## config.mk

```make
export PLATFORM = sky130hd
export DESIGN_NAME = apb_ucpd_bmc_tx
export DESIGN_NICKNAME = d
export VERILOG_FILES = /design/src/rtl/apb_ucpd_bmc_tx.sv
export SDC_FILE = /design/constraint.sdc
export NUM_CORES = 1
export LEC_CHECK = 0
export CAP_MARGIN = 20
export CORE_UTILIZATION = 46
export DETAILED_ROUTE_END_ITERATION = 10
export DONT_BUFFER_PORTS = 1
export SETUP_SLACK_MARGIN = 0.3
export SYNTH_ARGS = -nofsm -noshare
export SYNTH_HDL_FRONTEND = slang
export SYNTH_SLANG_ARGS = --single-unit
```

## constraint.sdc

```tcl
create_clock -name ic_clk -period 6.1 [get_ports ic_clk]
set_input_delay 1.22 -clock ic_clk [delete_from_list [all_inputs] [get_ports ic_clk]]
set_output_delay 1.22 -clock ic_clk [all_outputs]
set_load 0.02 [all_outputs]
```

## src/rtl/apb_ucpd_bmc_tx.sv

```systemverilog
// BMC transmit serializer: preamble, LSB-first symbols, fixed tail.
// Paced by the clock generator's half-bit strobe.
module apb_ucpd_bmc_tx #(
  parameter int PREAMBLE_BITS = 64,
  parameter int SYM_W         = 5
) (
  input  logic             ic_clk,
  input  logic             ic_rst_n,
  input  logic             hbit_tick,
  input  logic             tx_start,
  input  logic             tx_abort,
  input  logic [SYM_W-1:0] sym_data,
  input  logic             sym_valid,
  input  logic             sym_last,
  output logic             sym_ready,
  output logic             cc_out,
  output logic             cc_oen,
  output logic             bmc_en,
  output logic             tx_done,
  output logic             underrun
);

  typedef enum logic [1:0] {IDLE, PRE, DATA, TAIL} state_t;

  localparam logic [6:0] PRE_LAST = 7'(PREAMBLE_BITS - 1);
  localparam logic [2:0] SYM_LAST = 3'(SYM_W - 1);

  state_t           state, state_n;
  logic [6:0]       bit_cnt, bit_cnt_n;
  logic [2:0]       bit_idx, bit_idx_n;
  logic             phase, phase_n;
  logic             seg_done, seg_done_n;
  logic             tail_step, tail_step_n;
  logic [SYM_W-1:0] sh, sh_n;
  logic             sh_last, sh_last_n;
  logic [SYM_W-1:0] hold;
  logic             hold_last, hold_full;
  logic             abort_pending;
  logic             cc_out_n, cc_oen_n;
  logic             tx_done_n, underrun_n;
  logic             load, accept, flush;

  assign bmc_en    = (state != IDLE);
  assign sym_ready = ~hold_full & ((state == PRE) | (state == DATA))
                   & ~abort_pending;
  assign accept    = sym_valid & sym_ready;
  assign flush     = (state_n == TAIL);

  always_comb begin
    state_n     = state;
    bit_cnt_n   = bit_cnt;
    bit_idx_n   = bit_idx;
    phase_n     = phase;
    seg_done_n  = seg_done;
    tail_step_n = tail_step;
    sh_n        = sh;
    sh_last_n   = sh_last;
    cc_out_n    = cc_out;
    cc_oen_n    = cc_oen;
    tx_done_n   = 1'b0;
    underrun_n  = 1'b0;
    load        = 1'b0;
    unique case (state)
      IDLE: begin
        if (tx_start) begin
          state_n    = PRE;
          bit_cnt_n  = '0;
          bit_idx_n  = '0;
          phase_n    = 1'b0;
          seg_done_n = 1'b0;
        end
      end
      PRE, DATA: begin
        if (hbit_tick) begin
          if (abort_pending) begin
            state_n     = TAIL;
            cc_out_n    = 1'b1;
            tail_step_n = 1'b0;
          end else if (!phase) begin
            cc_out_n = ~cc_out;
            cc_oen_n = 1'b1;
            phase_n  = 1'b1;
            if (seg_done) begin
              seg_done_n = 1'b0;
              if (state == DATA && sh_last) begin
                state_n     = TAIL;
                cc_out_n    = 1'b1;
                tail_step_n = 1'b0;
              end else if (hold_full) begin
                load      = 1'b1;
                sh_n      = hold;
                sh_last_n = hold_last;
                bit_idx_n = '0;
                state_n   = DATA;
              end else begin
                underrun_n  = 1'b1;
                state_n     = TAIL;
                cc_out_n    = 1'b1;
                tail_step_n = 1'b0;
              end
            end
          end else begin
            phase_n = 1'b0;
            if (state == PRE) begin
              cc_out_n = cc_out ^ bit_cnt[0];
              if (bit_cnt == PRE_LAST) seg_done_n = 1'b1;
              else bit_cnt_n = bit_cnt + 7'd1;
            end else begin
              cc_out_n = cc_out ^ sh[bit_idx];
              if (bit_idx == SYM_LAST) begin
                seg_done_n = 1'b1;
                bit_idx_n  = '0;
              end else begin
                bit_idx_n = bit_idx + 3'd1;
              end
            end
          end
        end
      end
      TAIL: begin
        if (hbit_tick) begin
          if (!tail_step) begin
            cc_out_n    = 1'b0;
            tail_step_n = 1'b1;
          end else begin
            cc_oen_n  = 1'b0;
            tx_done_n = 1'b1;
            state_n   = IDLE;
          end
        end
      end
      default: state_n = IDLE;
    endcase
  end

  always_ff @(posedge ic_clk or negedge ic_rst_n) begin
    if (!ic_rst_n) begin
      state     <= IDLE;
      bit_cnt   <= '0;
      bit_idx   <= '0;
      phase     <= 1'b0;
      seg_done  <= 1'b0;
      tail_step <= 1'b0;
      sh        <= '0;
      sh_last   <= 1'b0;
      cc_out    <= 1'b0;
      cc_oen    <= 1'b0;
      tx_done   <= 1'b0;
      underrun  <= 1'b0;
    end else begin
      state     <= state_n;
      bit_cnt   <= bit_cnt_n;
      bit_idx   <= bit_idx_n;
      phase     <= phase_n;
      seg_done  <= seg_done_n;
      tail_step <= tail_step_n;
      sh        <= sh_n;
      sh_last   <= sh_last_n;
      cc_out    <= cc_out_n;
      cc_oen    <= cc_oen_n;
      tx_done   <= tx_done_n;
      underrun  <= underrun_n;
    end
  end

  // Single-entry holding register; any move into TAIL discards it.
  always_ff @(posedge ic_clk or negedge ic_rst_n) begin
    if (!ic_rst_n) begin
      hold          <= '0;
      hold_last     <= 1'b0;
      hold_full     <= 1'b0;
      abort_pending <= 1'b0;
    end else begin
      if (flush) begin
        hold_full <= 1'b0;
      end else if (accept) begin
        hold      <= sym_data;
        hold_last <= sym_last;
        hold_full <= 1'b1;
      end else if (load) begin
        hold_full <= 1'b0;
      end
      if (state == IDLE) abort_pending <= 1'b0;
      else if (tx_abort) abort_pending <= 1'b1;
    end
  end

endmodule
```

==> impl_metrics.ini, run 1 <==
[run_status]
status = complete, no violations

[die]
core-area_sq_mm = 0.00372
initial_core_util_pct = 48.7
design.die.area_sq_mm = 0.00419
num_rows = 22
ios = 18
dieWidth_um = 64.7
die-height_um = 64.7

[global_routing]
track_usage_pct = 18.7
grt-ovfl-total = 0
grt_max_degree = 34
grt_pass1_wl_um = 5870
antenna_found_initial = 0
grt_pass1_vias = 1285

[worst_setup_path]
crit_type = register to primary output
startpoint_type = register
critPathMostFrequentCell = nor2b_1
cp_slowest_cell = ha_1
max_stage_delay_ps = 700
end_kind = primary output
path_cells = inv_1 > ha_1 > nor2b_1 > nor2b_1
arrival_ps = 2310
cp_data_required_time_ps = 4880
worst-path-max-fanout = 22
r2r_slack_ps = 3190

[clocking]
cts_tree = yes
clockBufferDepth = 2
cts_resized = 0
clk_pin_slew_worst_paths_ps = 70
insertion_delay_ps = 280
numCtsBuffers = 5
htreeDepth = 2
cts_setup_buffers = 0
cts_root_buffer = clkbuf_8
cts.sinks = 33
hold_buffers = 0

[drt]
wl_um = 3450
avgRoutedWirePerCell_um = 15.1
drcViolationCount = 0
firstDrtPassIters = 4
vias = 1298
vias_per_cell = 5.67
postRouteAntennaNets = 0
drt_iter0_drc = 95

[hold_path]
min_path_type = register to register

[yosys]
synthTopCellsByArea = dfrtp_1, mux2_4, ha_1
syn_nets = 197
syn_inst = 178
async_flop_share_pct = 100
netlist_area_sq_mm = 0.00181
avgSynthCellArea_sq_um = 10.2
synth_cell_types = 47
yosysWarningCount = 0
yosysTopAreaCell = dfrtp_1
yosys_most_used_dff = dfrtp_1
yosysTopAreaCellShare_pct = 45.6
synth_seq_cells = 33
ys_seq_area_share_pct = 45.6
synth_edf_count = 0

[cells_and_area]
stdcell_count = 229
insertedDiodeCount = 0
nNetsFinal = 199
final_area_sq_mm = 0.00196
nFillCells = 364
drive_above_1_share_pct = 9.94
area_delta_synth_final_pct = 8.58

[power_and_ir_drop]
leakage_nw = 0.856
power.density_mw_per_mm2 = 543
peakVddDrop_uv = 228
power_mw = 1.07

[timing]
setup_viol_count_final = 0
maxSlewHeadroom_pct = 58.1
maxSlewViolCount = 0
min_period_ps = 3530
worst_slew_pin_slew_ps = 629
clock_skew_ps = 3.82
rsz0062_at_grt = false
max_freq_mhz = 283
hold_slack_ps = 492
hold_viol = 0
setup_tns_ps = 0
fin_crit_sh_pct = 57.9

[job]
cap_viol_max_count = 0

[placement]
dp.cells = 221
numPortBuffers = 0
placed_cell_area_sq_mm = 0.00184
dp_hpwl_um = 2510
gp_congestion = 0.820
cell usage after synthesis, drive strengths merged (2+ instances only):
cell type,instances
nor2,11
a21boi,2
a21oi,12
a211oi,2
o31ai,3
buf,4
o31a,3
nor3b,2
inv,12
nand2,17
dfrtp,33
o41ai,2
mux2,13
nand3,5
a22o,4
a2111oi,2
o21ai,13
mux2i,3
nor2b,6
ha,7
nor3,4
area by class of cell:
cell class / instances / area (sq um) / area share [%]
flip-flops and latches: 33 / 826 / 42.0
well taps: 48 / 60.1 / 3.06
clock inverters: 2 / 37.5 / 1.91
multi-input cells: 128 / 913 / 46.5
inverters: 12 / 45.0 / 2.29
clock buffers: 6 / 82.6 / 4.20
registers in the layout, summed over array words and instances, names as in the netlist, 2 cells and up:
signal,count
sh,5
state,2
hold,5
bit_idx,3
bit_cnt,7
placed cells by master, fill, tap and decap left out, types with 2 or more instances in the layout:
cell type  synthesis  layout
o41ai_1            2       2
nor2_1            11      11
a21oi_1           11      11
nor2b_1            6       6
mux2_4             6       6
o21ai_0            8       8
a2111oi_0          2       2
ha_1               7       7
nand2_1           17      17
o31ai_1            3       3
clkbuf_8           0       6
mux2_1             6       6
mux2i_1            3       3
nor3b_1            2       2
nand3_1            5       5
a22o_1             4       4
nor3_1             4       4
dfrtp_1           33      33
o31a_1             2       2
o21ai_1            5       5
inv_1             12      12
a211oi_1           2       2
cell families after synthesis:
kind of cell | count (synthesis) | share of synthesized area (%)
AOI/OAI and AO/OA | 52 | 20.1
adders and majority gates | 7 | 4.84
buffers and inverters | 17 | 3.87
DFF | 33 | 45.6
muxes | 16 | 11.0
and+or+nand+nor | 53 | 14.6
per-layer routing:
layer / wire length (um) / track usage, %
met4: 68 / 7.50
met5: 0 / 0
met1: 1590 / 23.6
met2: 1650 / 28.9
met3: 142 / 6.51
where the power goes:
part / switching (mW) / total (mW) / internal (mW)
combinational: 0.255 / 0.458 / 0.203
clock: 0.0788 / 0.212 / 0.133
sequential: 0.0910 / 0.397 / 0.306
total: 0.425 / 1.07 / 0.642
worst max-delay path, delay by kind of cell (launching register included):
family	cells	cell delay [ps]
adder cells (fa/ha/maj)	1	700
flip-flops	1	460
buffers and inverters	1	90
AND/OR/NAND/NOR	2	770
stage by stage:
| step | util, % | setup slack, ps |
|---|---|---|
| 2_1_floorplan | - | 3530 |
| 6_report | 52.9 | 2570 |
| 3_3_place_gp | 49.6 | 2960 |
| 3_5_place_dp | 49.6 | 2900 |
| 4_1_cts | 52.9 | 2560 |
| 5_1_grt | 52.9 | 2380 |
worst paths after layout:
| check | startpoint | cells after the start | to |
|---|---|---|---|
| setup / recovery | state[0]$_DFF_PN0_ | 4 | sym_ready |
| hold / removal | sh[4]$_DFFE_PN0P_ | 1 | sh[4]$_DFFE_PN0P_ |
| setup reg to reg | state[0]$_DFF_PN0_ | 7 | hold[4]$_DFFE_PN0P_ |
| hold reg to reg | sh[4]$_DFFE_PN0P_ | 1 | sh[4]$_DFFE_PN0P_ |
| max in group asynchronous | ic_rst_n | 0 | state[0]$_DFF_PN0_ |
| min in group asynchronous | ic_rst_n | 0 | bit_idx[1]$_DFFE_PN0P_ |
No activity file was read; power rests on OpenSTA's default activity.
==> inputs of run 2 (changes only) <==
Clock period 6.1 ns to 3.5 ns, I/O delays scaled along.
==> run 2 against run 1 <==
Against the previous run:
- combinational power increased by 75%
- final area shrank 1.1%
- via count up 0.92%
- first-iteration DRC count shrank 8.4%
- non-clock buffer count rose by 1
- sequential power is 75% higher
- register-to-register slack worse by 2100 ps
- largest cell class unchanged
==> impl_metrics.ini, run 2 (synthesis results as in run 1) <==
[drt]
firstDrtPassIters = 4
vias = 1310
drcViolationCount = 0
vias_per_cell = 5.70
avgRoutedWirePerCell_um = 15.3
wl_um = 3510
postRouteAntennaNets = 0
drt_iter0_drc = 87

[worst_setup_path]
path_cells = inv_1 > ha_1 > nor2b_1 > nor2b_1
worst-path-max-fanout = 7
cp_slowest_cell = dfrtp_1
arrival_ps = 1800
path_delay_family = simple AND/OR/NAND/NOR gates
critPathMostFrequentCell = nor2b_1
cp_data_required_time_ps = 2800
max_stage_delay_ps = 450
crit_type = register to primary output
end_kind = primary output
startpoint_type = register
worst-path-buf-inv = 1

[placement]
gp_congestion = 0.820
dp_hpwl_um = 2540
numPortBuffers = 0

[clocking]
cts_resized = 0
cts.sinks = 33
numCtsBuffers = 5
clk_pin_slew_worst_paths_ps = 70
clockBufferDepth = 2
cts_setup_buffers = 0
insertion_delay_ps = 280
hold_buffers = 0
cts_tree = yes
cts_root_buffer = clkbuf_8
htreeDepth = 2

[cells_and_area]
utilization_pct = 52.3
largest_reg_flops = 7
layout_commonest_cell = dfrtp_1
reg.largest.list = bit_cnt: 7 flops, hold: 5 flops, sh: 5 flops
mostFrequentLayoutCells = dfrtp_1, nand2_1, inv_1
area_delta_synth_final_pct = 7.40
drive_above_1_share_pct = 10.4
nNetsFinal = 200
regMostFlops = bit_cnt
insertedDiodeCount = 0

[global_routing]
track_usage_pct = 19.1
grt_pass1_wl_um = 5980
grt_max_degree = 34
grt-ovfl-total = 0
grt_pass1_vias = 1251
antenna_found_initial = 0

[hold_path]
min_path_type = input pin to async pin

[timing]
rsz0062_at_grt = false
max_freq_mhz = 401
setup_tns_ps = 0
setup_viol_count_final = 0
maxSlewViolCount = 0
hold_viol = 0
maxSlewHeadroom_pct = 71.1
worst_slew_pin_slew_ps = 423
min_period_ps = 2500
fin_crit_sh_pct = 71.3
clock_skew_ps = 4.49

[job]
cap_viol_max_count = 0

[run_status]
status = complete, no violations

[power_and_ir_drop]
leakage_nw = 0.840
power.density_mw_per_mm2 = 918
peakVddDrop_uv = 385

[die]
num_rows = 22
core-area_sq_mm = 0.00372
dieWidth_um = 64.7
initial_core_util_pct = 48.7
design.die.area_sq_mm = 0.00419
ios = 18
die-height_um = 64.7
[run 2: cell types whose count changed in the layout (fill, tap and decap cells not counted)]
cell,before,now
clkinvlp_4,1,3
buf_4,0,1
bufinv_16,1,0
clkbuf_8,6,5
[run 2: metal layers]
metal  wire length, um  global-route usage (%)  vias to the layer above
li1                  -                       -                      649
met4                44                    8.61                        0
met5                 0                       0                        -
met2              1710                    30.6                       23
met1              1630                    23.4                      634
met3               131                    6.16                        4
[run 2: stage by stage]
stage | hold WS [ps] | worst slack [ps] | instances | instance area [sq um] | total power [mW]
finish | 103 | 1000 | 230 | 1940 | 1.78
global route | 80.7 | 826 | 230 | 1940 | 1.93
CTS | 93.4 | 991 | 230 | 1940 | 1.80
detailed placement | 405 | 1130 | 222 | 1850 | 1.50
global placement | 405 | 1170 | 222 | 1850 | 1.47
floorplan | 404 | 1310 | 178 | 1810 | 1.34
[run 2: final timing paths]
check | startpoint | to | slack (ps) | cells after the start
worst max-delay path | state[0]$_DFF_PN0_ | sym_ready | 1000 | 4
worst min-delay path | ic_rst_n | bit_cnt[0]$_DFFE_PN0P_ | 100 | 0
worst max register to register | state[0]$_DFF_PN0_ | hold[4]$_DFFE_PN0P_ | 1090 | 7
worst min register to register | hold_last$_DFFE_PN0P_ | sh_last$_DFFE_PN0P_ | 490 | 1
max in group asynchronous | ic_rst_n | sh[4]$_DFFE_PN0P_ | 3320 | 0
min in group ic_clk | hold_last$_DFFE_PN0P_ | sh_last$_DFFE_PN0P_ | 490 | 1
[run 2: power breakdown]
group	switching (mW)	internal [mW]	leakage (nW)	total, mW
logic	0.442	0.360	0.388	0.802
clock network	0.148	0.139	0.0364	0.287
registers	0.162	0.533	0.415	0.695
total	0.751	1.03	0.840	1.78
[run 2: cell type report]
class	instances	area (sq um)
fill	364	1770
clock buffer	5	68.8
timing repair buffer	1	7.51
inverter	12	45.0
sequential	33	826
multi-input combinational	128	913
clock inverter	3	22.5
tap	48	60.1
